[config.mk]
export PLATFORM = sky130hd
export DESIGN_NAME = reg_bank_arb
export DESIGN_NICKNAME = d
export VERILOG_FILES = /design/src/rtl/reg_bank_arb.sv
export SDC_FILE = /design/constraint.sdc
export NUM_CORES = 1
export LEC_CHECK = 0
export CORE_ASPECT_RATIO = 0.7
export CORE_UTILIZATION = 60
export CTS_CLUSTER_SIZE = 24
export DETAILED_ROUTE_END_ITERATION = 8
export DONT_BUFFER_PORTS = 1
export HOLD_SLACK_MARGIN = 0.03
export PLACE_DENSITY = 0.76
export SLEW_MARGIN = 20
export SYNTH_ARGS = -nofsm -noshare
export SYNTH_HDL_FRONTEND = slang
export SYNTH_SLANG_ARGS = --single-unit
export TNS_END_PERCENT = 100
[constraint.sdc]
create_clock -name clk -period 1.5 [get_ports clk]
set_input_delay 0.075 -clock clk [delete_from_list [all_inputs] [get_ports clk]]
set_output_delay 0.075 -clock clk [all_outputs]
set_load 0.005 [all_outputs]
[src/rtl/reg_bank_arb.sv]
// rtl/reg_bank_arb.sv - round-robin arbitrated register bank (optional REG_BANK_ARB_LOCK_EN adds a per-requester lock input)
module reg_bank_arb #(
    parameter int NR = 2,
    parameter int RN = 4,
    parameter int dw = 8,
    parameter int AW = 2
) (
    input  logic               clk,
    input  logic               rstn,
    input  logic [NR-1:0]      req,
    input  logic [NR-1:0]      we,
    input  logic [NR-1:0]      clr,
    input  logic [NR*AW-1:0]   addr,
    input  logic [NR*dw-1:0]   wdata,
`ifdef REG_BANK_ARB_LOCK_EN
    input  logic [NR-1:0]      lock,
`endif
    output logic [NR-1:0]      gnt,
    output logic [dw-1:0]      rdata,
    output logic               err,
    output logic [RN*dw-1:0]   bank
);

    localparam int IW = (NR > 1) ? $clog2(NR) : 1;

    typedef enum logic {
        IDLE = 1'b0,
        ACC  = 1'b1
    } state_t;

    state_t          state_q, state_d;
    logic [IW-1:0]   ptr_q, ptr_d;
    logic [IW-1:0]   win_q, win_d;
    logic [dw-1:0]   bank_q [RN];

`ifdef REG_BANK_ARB_LOCK_EN
    // While set, win_q is the lock owner and the only eligible requester.
    logic            locked_q, locked_d;
`endif

    logic [NR-1:0]   elig;
    logic            pick_found;
    logic [IW-1:0]   pick_idx;
    logic [IW-1:0]   cand;

    logic [AW-1:0]   acc_addr;
    logic            acc_we;
    logic            acc_clr;
    logic [dw-1:0]   acc_wdata;
    logic            addr_ok;
    logic [dw-1:0]   rd_sel;
    logic            do_write;
    logic [dw-1:0]   wr_val;

    // Requester index successor with wrap at NR-1.
    function automatic logic [IW-1:0] wrap_inc(input logic [IW-1:0] v);
        if (int'(v) == NR - 1) begin
            return '0;
        end
        return v + IW'(1);
    endfunction

    // Eligible requesters: everyone, or only the lock owner while locked.
    always_comb begin
        elig = req;
`ifdef REG_BANK_ARB_LOCK_EN
        if (locked_q) begin
            elig = req & (NR'(1) << win_q);
        end
`endif
    end

    // Round-robin pick: first eligible requester at or above ptr, wrapping.
    always_comb begin
        pick_found = 1'b0;
        pick_idx   = '0;
        cand       = ptr_q;
        for (int k = 0; k < NR; k++) begin
            if (!pick_found && elig[cand]) begin
                pick_found = 1'b1;
                pick_idx   = cand;
            end
            cand = wrap_inc(cand);
        end
    end

    // FSM state register.
    always_ff @(posedge clk or negedge rstn) begin
        if (!rstn) begin
            state_q <= IDLE;
        end else begin
            state_q <= state_d;
        end
    end

    // FSM next state: one arbitration cycle, one access cycle.
    always_comb begin
        state_d = state_q;
        case (state_q)
            IDLE:    if (pick_found) state_d = ACC;
            ACC:     state_d = IDLE;
            default: state_d = IDLE;
        endcase
    end

    // Decode of the winner's request fields, sampled live during ACC.
    always_comb begin
        acc_addr  = addr[win_q*AW +: AW];
        acc_we    = we[win_q];
        acc_clr   = clr[win_q];
        acc_wdata = wdata[win_q*dw +: dw];
        addr_ok   = ({1'b0, acc_addr} < (AW+1)'(RN));
        rd_sel    = '0;
        for (int r = 0; r < RN; r++) begin
            if (acc_addr == AW'(r)) begin
                rd_sel = bank_q[r];
            end
        end
        do_write  = (state_q == ACC) && acc_we && addr_ok;
        wr_val    = acc_clr ? '0 : acc_wdata;
    end

    // FSM outputs: strobe, read data and error exist only during ACC.
    always_comb begin
        gnt   = '0;
        rdata = '0;
        err   = 1'b0;
        if (state_q == ACC) begin
            gnt = NR'(1) << win_q;
            err = !addr_ok;
            if (!acc_we && addr_ok) begin
                rdata = rd_sel;
            end
        end
    end

    // Winner latch and pointer update; a locked completion keeps ptr in place.
    always_comb begin
        win_d = win_q;
        ptr_d = ptr_q;
`ifdef REG_BANK_ARB_LOCK_EN
        locked_d = locked_q;
`endif
        if (state_q == IDLE && pick_found) begin
            win_d = pick_idx;
        end
        if (state_q == ACC) begin
`ifdef REG_BANK_ARB_LOCK_EN
            locked_d = lock[win_q];
            if (!lock[win_q]) begin
                ptr_d = wrap_inc(win_q);
            end
`else
            ptr_d = wrap_inc(win_q);
`endif
        end
    end

    // Arbitration registers.
    always_ff @(posedge clk or negedge rstn) begin
        if (!rstn) begin
            win_q <= '0;
            ptr_q <= '0;
`ifdef REG_BANK_ARB_LOCK_EN
            locked_q <= 1'b0;
`endif
        end else begin
            win_q <= win_d;
            ptr_q <= ptr_d;
`ifdef REG_BANK_ARB_LOCK_EN
            locked_q <= locked_d;
`endif
        end
    end

    // Bank storage: written at the end of an in-range write access.
    always_ff @(posedge clk or negedge rstn) begin
        if (!rstn) begin
            for (int r = 0; r < RN; r++) begin
                bank_q[r] <= '0;
            end
        end else begin
            for (int r = 0; r < RN; r++) begin
                if (do_write && acc_addr == AW'(r)) begin
                    bank_q[r] <= wr_val;
                end
            end
        end
    end

    // Flatten the bank for the live-contents output.
    always_comb begin
        bank = '0;
        for (int r = 0; r < RN; r++) begin
            bank[r*dw +: dw] = bank_q[r];
        end
    end

endmodule

==> metrics.yaml <==
run_status: "complete, but fails checks"
violations: "DRC, setup timing"
syn2layout_area_growth_pct: 26.7
die_h_um: 50.4
wirelength_um: 6070
power.total_mw: 3.95
leakage_nw: 1.06
antenna_found_initial: 0
synth_compound_area_share_pct: 26.9
synthCells: 235
worstPathArrival_ns: 1.72
final_cell_mix: "nand2_1 (41), dfrtp_1 (35), o21ai_0 (31)"
clock_sinks: 35
final_common_cell: "nand2_1"
cts_buffers: 5
multi_input_area_sq_mm: 0.00118
worstPathCellList: "buf_6 > and3b_1 > or2_4 > a211oi_4 > o32ai_2"
rsz0062_at_grt: "yes"
path_clk_slew_ns: 0.07
critPathTopFamily: "simple AND/OR/NAND/NOR gates"
start_util_pct: 63.3
fin_cells: 290
hold-path-cell-count: 2
core_sq_mm: 0.00317
synth_seq_cells: 35
clock.fmax_mhz: 557
final_net_count: 279
viasPerCell: 6.70
hold_violations: 0
seqCellArea_sq_um: 876
syn_nets: 263
fillers: 187
grt_max_degree: 36
r2r-start: "win_q"
grt_pass1_wl_um: 9420
drt_iter0_markers: 201
setup_viol: 13
synth-adder-area-share_pct: 0
dieWidth_um: 71.1
synth_area_sq_mm: 0.00201
ys_types: 37
dr.pass1.iters: 6
critPathBufInv: 1
worstSkewPairLatency_ns: 0.28
report.final.slew_viol_count: 0
port-buffer-count: 0
startpoint_type: "flop"
synth_area_per_cell_sq_um: 8.54
synth_top_family_by_area: "compound AO/OA/AOI/OAI gates"
cts_tree: "built"
r2r_slack_ns: -0.06
drc: 5
ir_worst_vdd_mv: 1.03
final_antenna_net_count: 0
grt_overflow: 0
period_needed_ns: 1.80
ys_warn_count: 0
p_per_area_mw_per_mm2: 1550
clock_path_buffers: 2
root_buffer: "clkbuf_8"
endpoint_kind: "output pin"
timing.rr.end: "bank[1]"
period_share_pct: 120
fin_skew_ns: 0.00565
criticalPathCategory: "flop to output pin"
drive_gt1_share_pct: 27.4
wire_per_inst_um: 20.9
critical-path-max-stage-delay_ns: 0.42
grt_pass1_vias: 1905
pin_count: 71
hp-class: "input pin to flop"
fin_util_pct: 80.2
insertedDiodeCount: 0
post-place-cells: 274
min_to: "bank[28]"
cpMaxStageDelayCell: "dfrtp_1"
ys_seq_area_share_pct: 43.6
hold_start: "wdata[4]"
synthMuxAreaShare_pct: 3.74
vias: 1944
num_rows: 17
crit_required_ns: 1.42
place.gp.congestion: 0.927
post-dp-hpwl_um: 3990
htreeDepth: 2
grt_usage_pct: 35.4
synth-simple-area-share_pct: 18.6
cp_max_fo: 10
postLayoutSetupSlackWorst_ns: -0.295
die-area_sq_mm: 0.00358
drv_cap: 0
synthXorXnorAreaFrac_pct: 0
rr_worst_depth: 6
-- metal layers --
layer / GRT usage (%) / routed length (um)
met5: 0 / 0
met4: 9.67 / 163
met3: 10.4 / 649
met2: 55.9 / 2790
met1: 47.9 / 2470
-- through the flow --
stage          TNS [ns]  hold slack (ns)  cell area [sq um]  setup WS, ns
2_1_floorplan         0           -0.221               2010        0.0479
3_3_place_gp      -1.01           -0.220               2130        -0.135
3_5_place_dp      -2.99           -0.220               2130        -0.197
4_1_cts           -1.85           0.0713               2430        -0.276
5_1_grt           -2.86           0.0634               2540        -0.327
6_report          -2.10           0.0210               2540        -0.295
-- cell families (layout without fill, tap and decap cells) --
group | count (synthesis) | count (layout)
AND/OR/NAND/NOR | 78 | 78
other | 1 | 1
multiplexers | 7 | 7
buffers and inverters | 30 | 47
flip-flops | 35 | 35
AO/OA/AOI/OAI | 84 | 84
-- synthesized netlist by cell type --
library cell,number,share of area [%]
a221oi_2,1,0.75
nor3b_2,1,0.62
and3_1,1,0.31
o211a_1,1,0.50
a31oi_1,1,0.31
or2_4,1,0.44
o32ai_1,4,1.7
o221ai_1,3,1.3
a211oi_1,4,1.5
buf_2,10,2.5
o211ai_2,3,1.9
nand2_1,44,8.2
nor3b_1,6,2.2
nor3_1,5,1.2
dfrtp_1,35,44
a21oi_1,4,1.0
mux2i_1,6,3.0
and3b_1,3,1.3
buf_4,4,1.5
o32a_1,1,0.50
buf_1,1,0.19
nor2_1,12,2.2
o21ai_0,44,11
mux2_4,1,0.75
o211ai_1,6,2.2
a22oi_1,7,2.6
conb_1,1,0.19
nor2b_1,1,0.31
or2_0,1,0.31
or2_1,1,0.31
a21o_1,1,0.37
and2_1,1,0.31
inv_1,11,2.1
nand2b_4,1,0.69
o22ai_1,3,0.94
clkbuf_1,4,0.75
o21ai_1,1,0.25
-- flip-flops by register name, indices dropped and copies added (netlist names) --
register	cells
bank	32
win_q	1
ptr_q	1
state_q	1
-- what timing repair did --
action	in CTS	in global routing
gates cloned	0	1
endpoints found under the setup margin	36	31
buffers inserted	1	1
resized for setup	24	32
hold buffers	5	0
hold endpoints to repair	37	0
pin swaps	6	4
-- where the power goes --
group          leakage [nW]  switching [mW]  internal, mW
Clock                0.0505           0.345         0.418
Combinational         0.554           0.752         0.615
Sequential            0.459           0.507          1.31
Total                  1.06            1.60          2.35
-- area by class of cell --
cell class | instances | share of cell area (%)
clock buffers | 7 | 3.79
clock inverters | 1 | 0.295
well taps | 38 | 1.87
inverters | 11 | 1.62
repair buffers | 28 | 11.4
multi-input cells | 170 | 46.6
flip-flops and latches | 35 | 34.4
-- how the worst max path moves through the flow --
stage               startpoint        to  slack [ns]  cells after the start
finish                   win_q  rdata[2]       -0.30                      5
global route             win_q  rdata[3]       -0.33                      5
CTS                      win_q  rdata[2]       -0.28                      5
detailed placement       win_q  bank[24]       -0.20                      5
global placement         win_q  rdata[7]       -0.13                      5
floorplan                win_q  rdata[0]        0.05                      4
(Power assumes the default switching activity.)
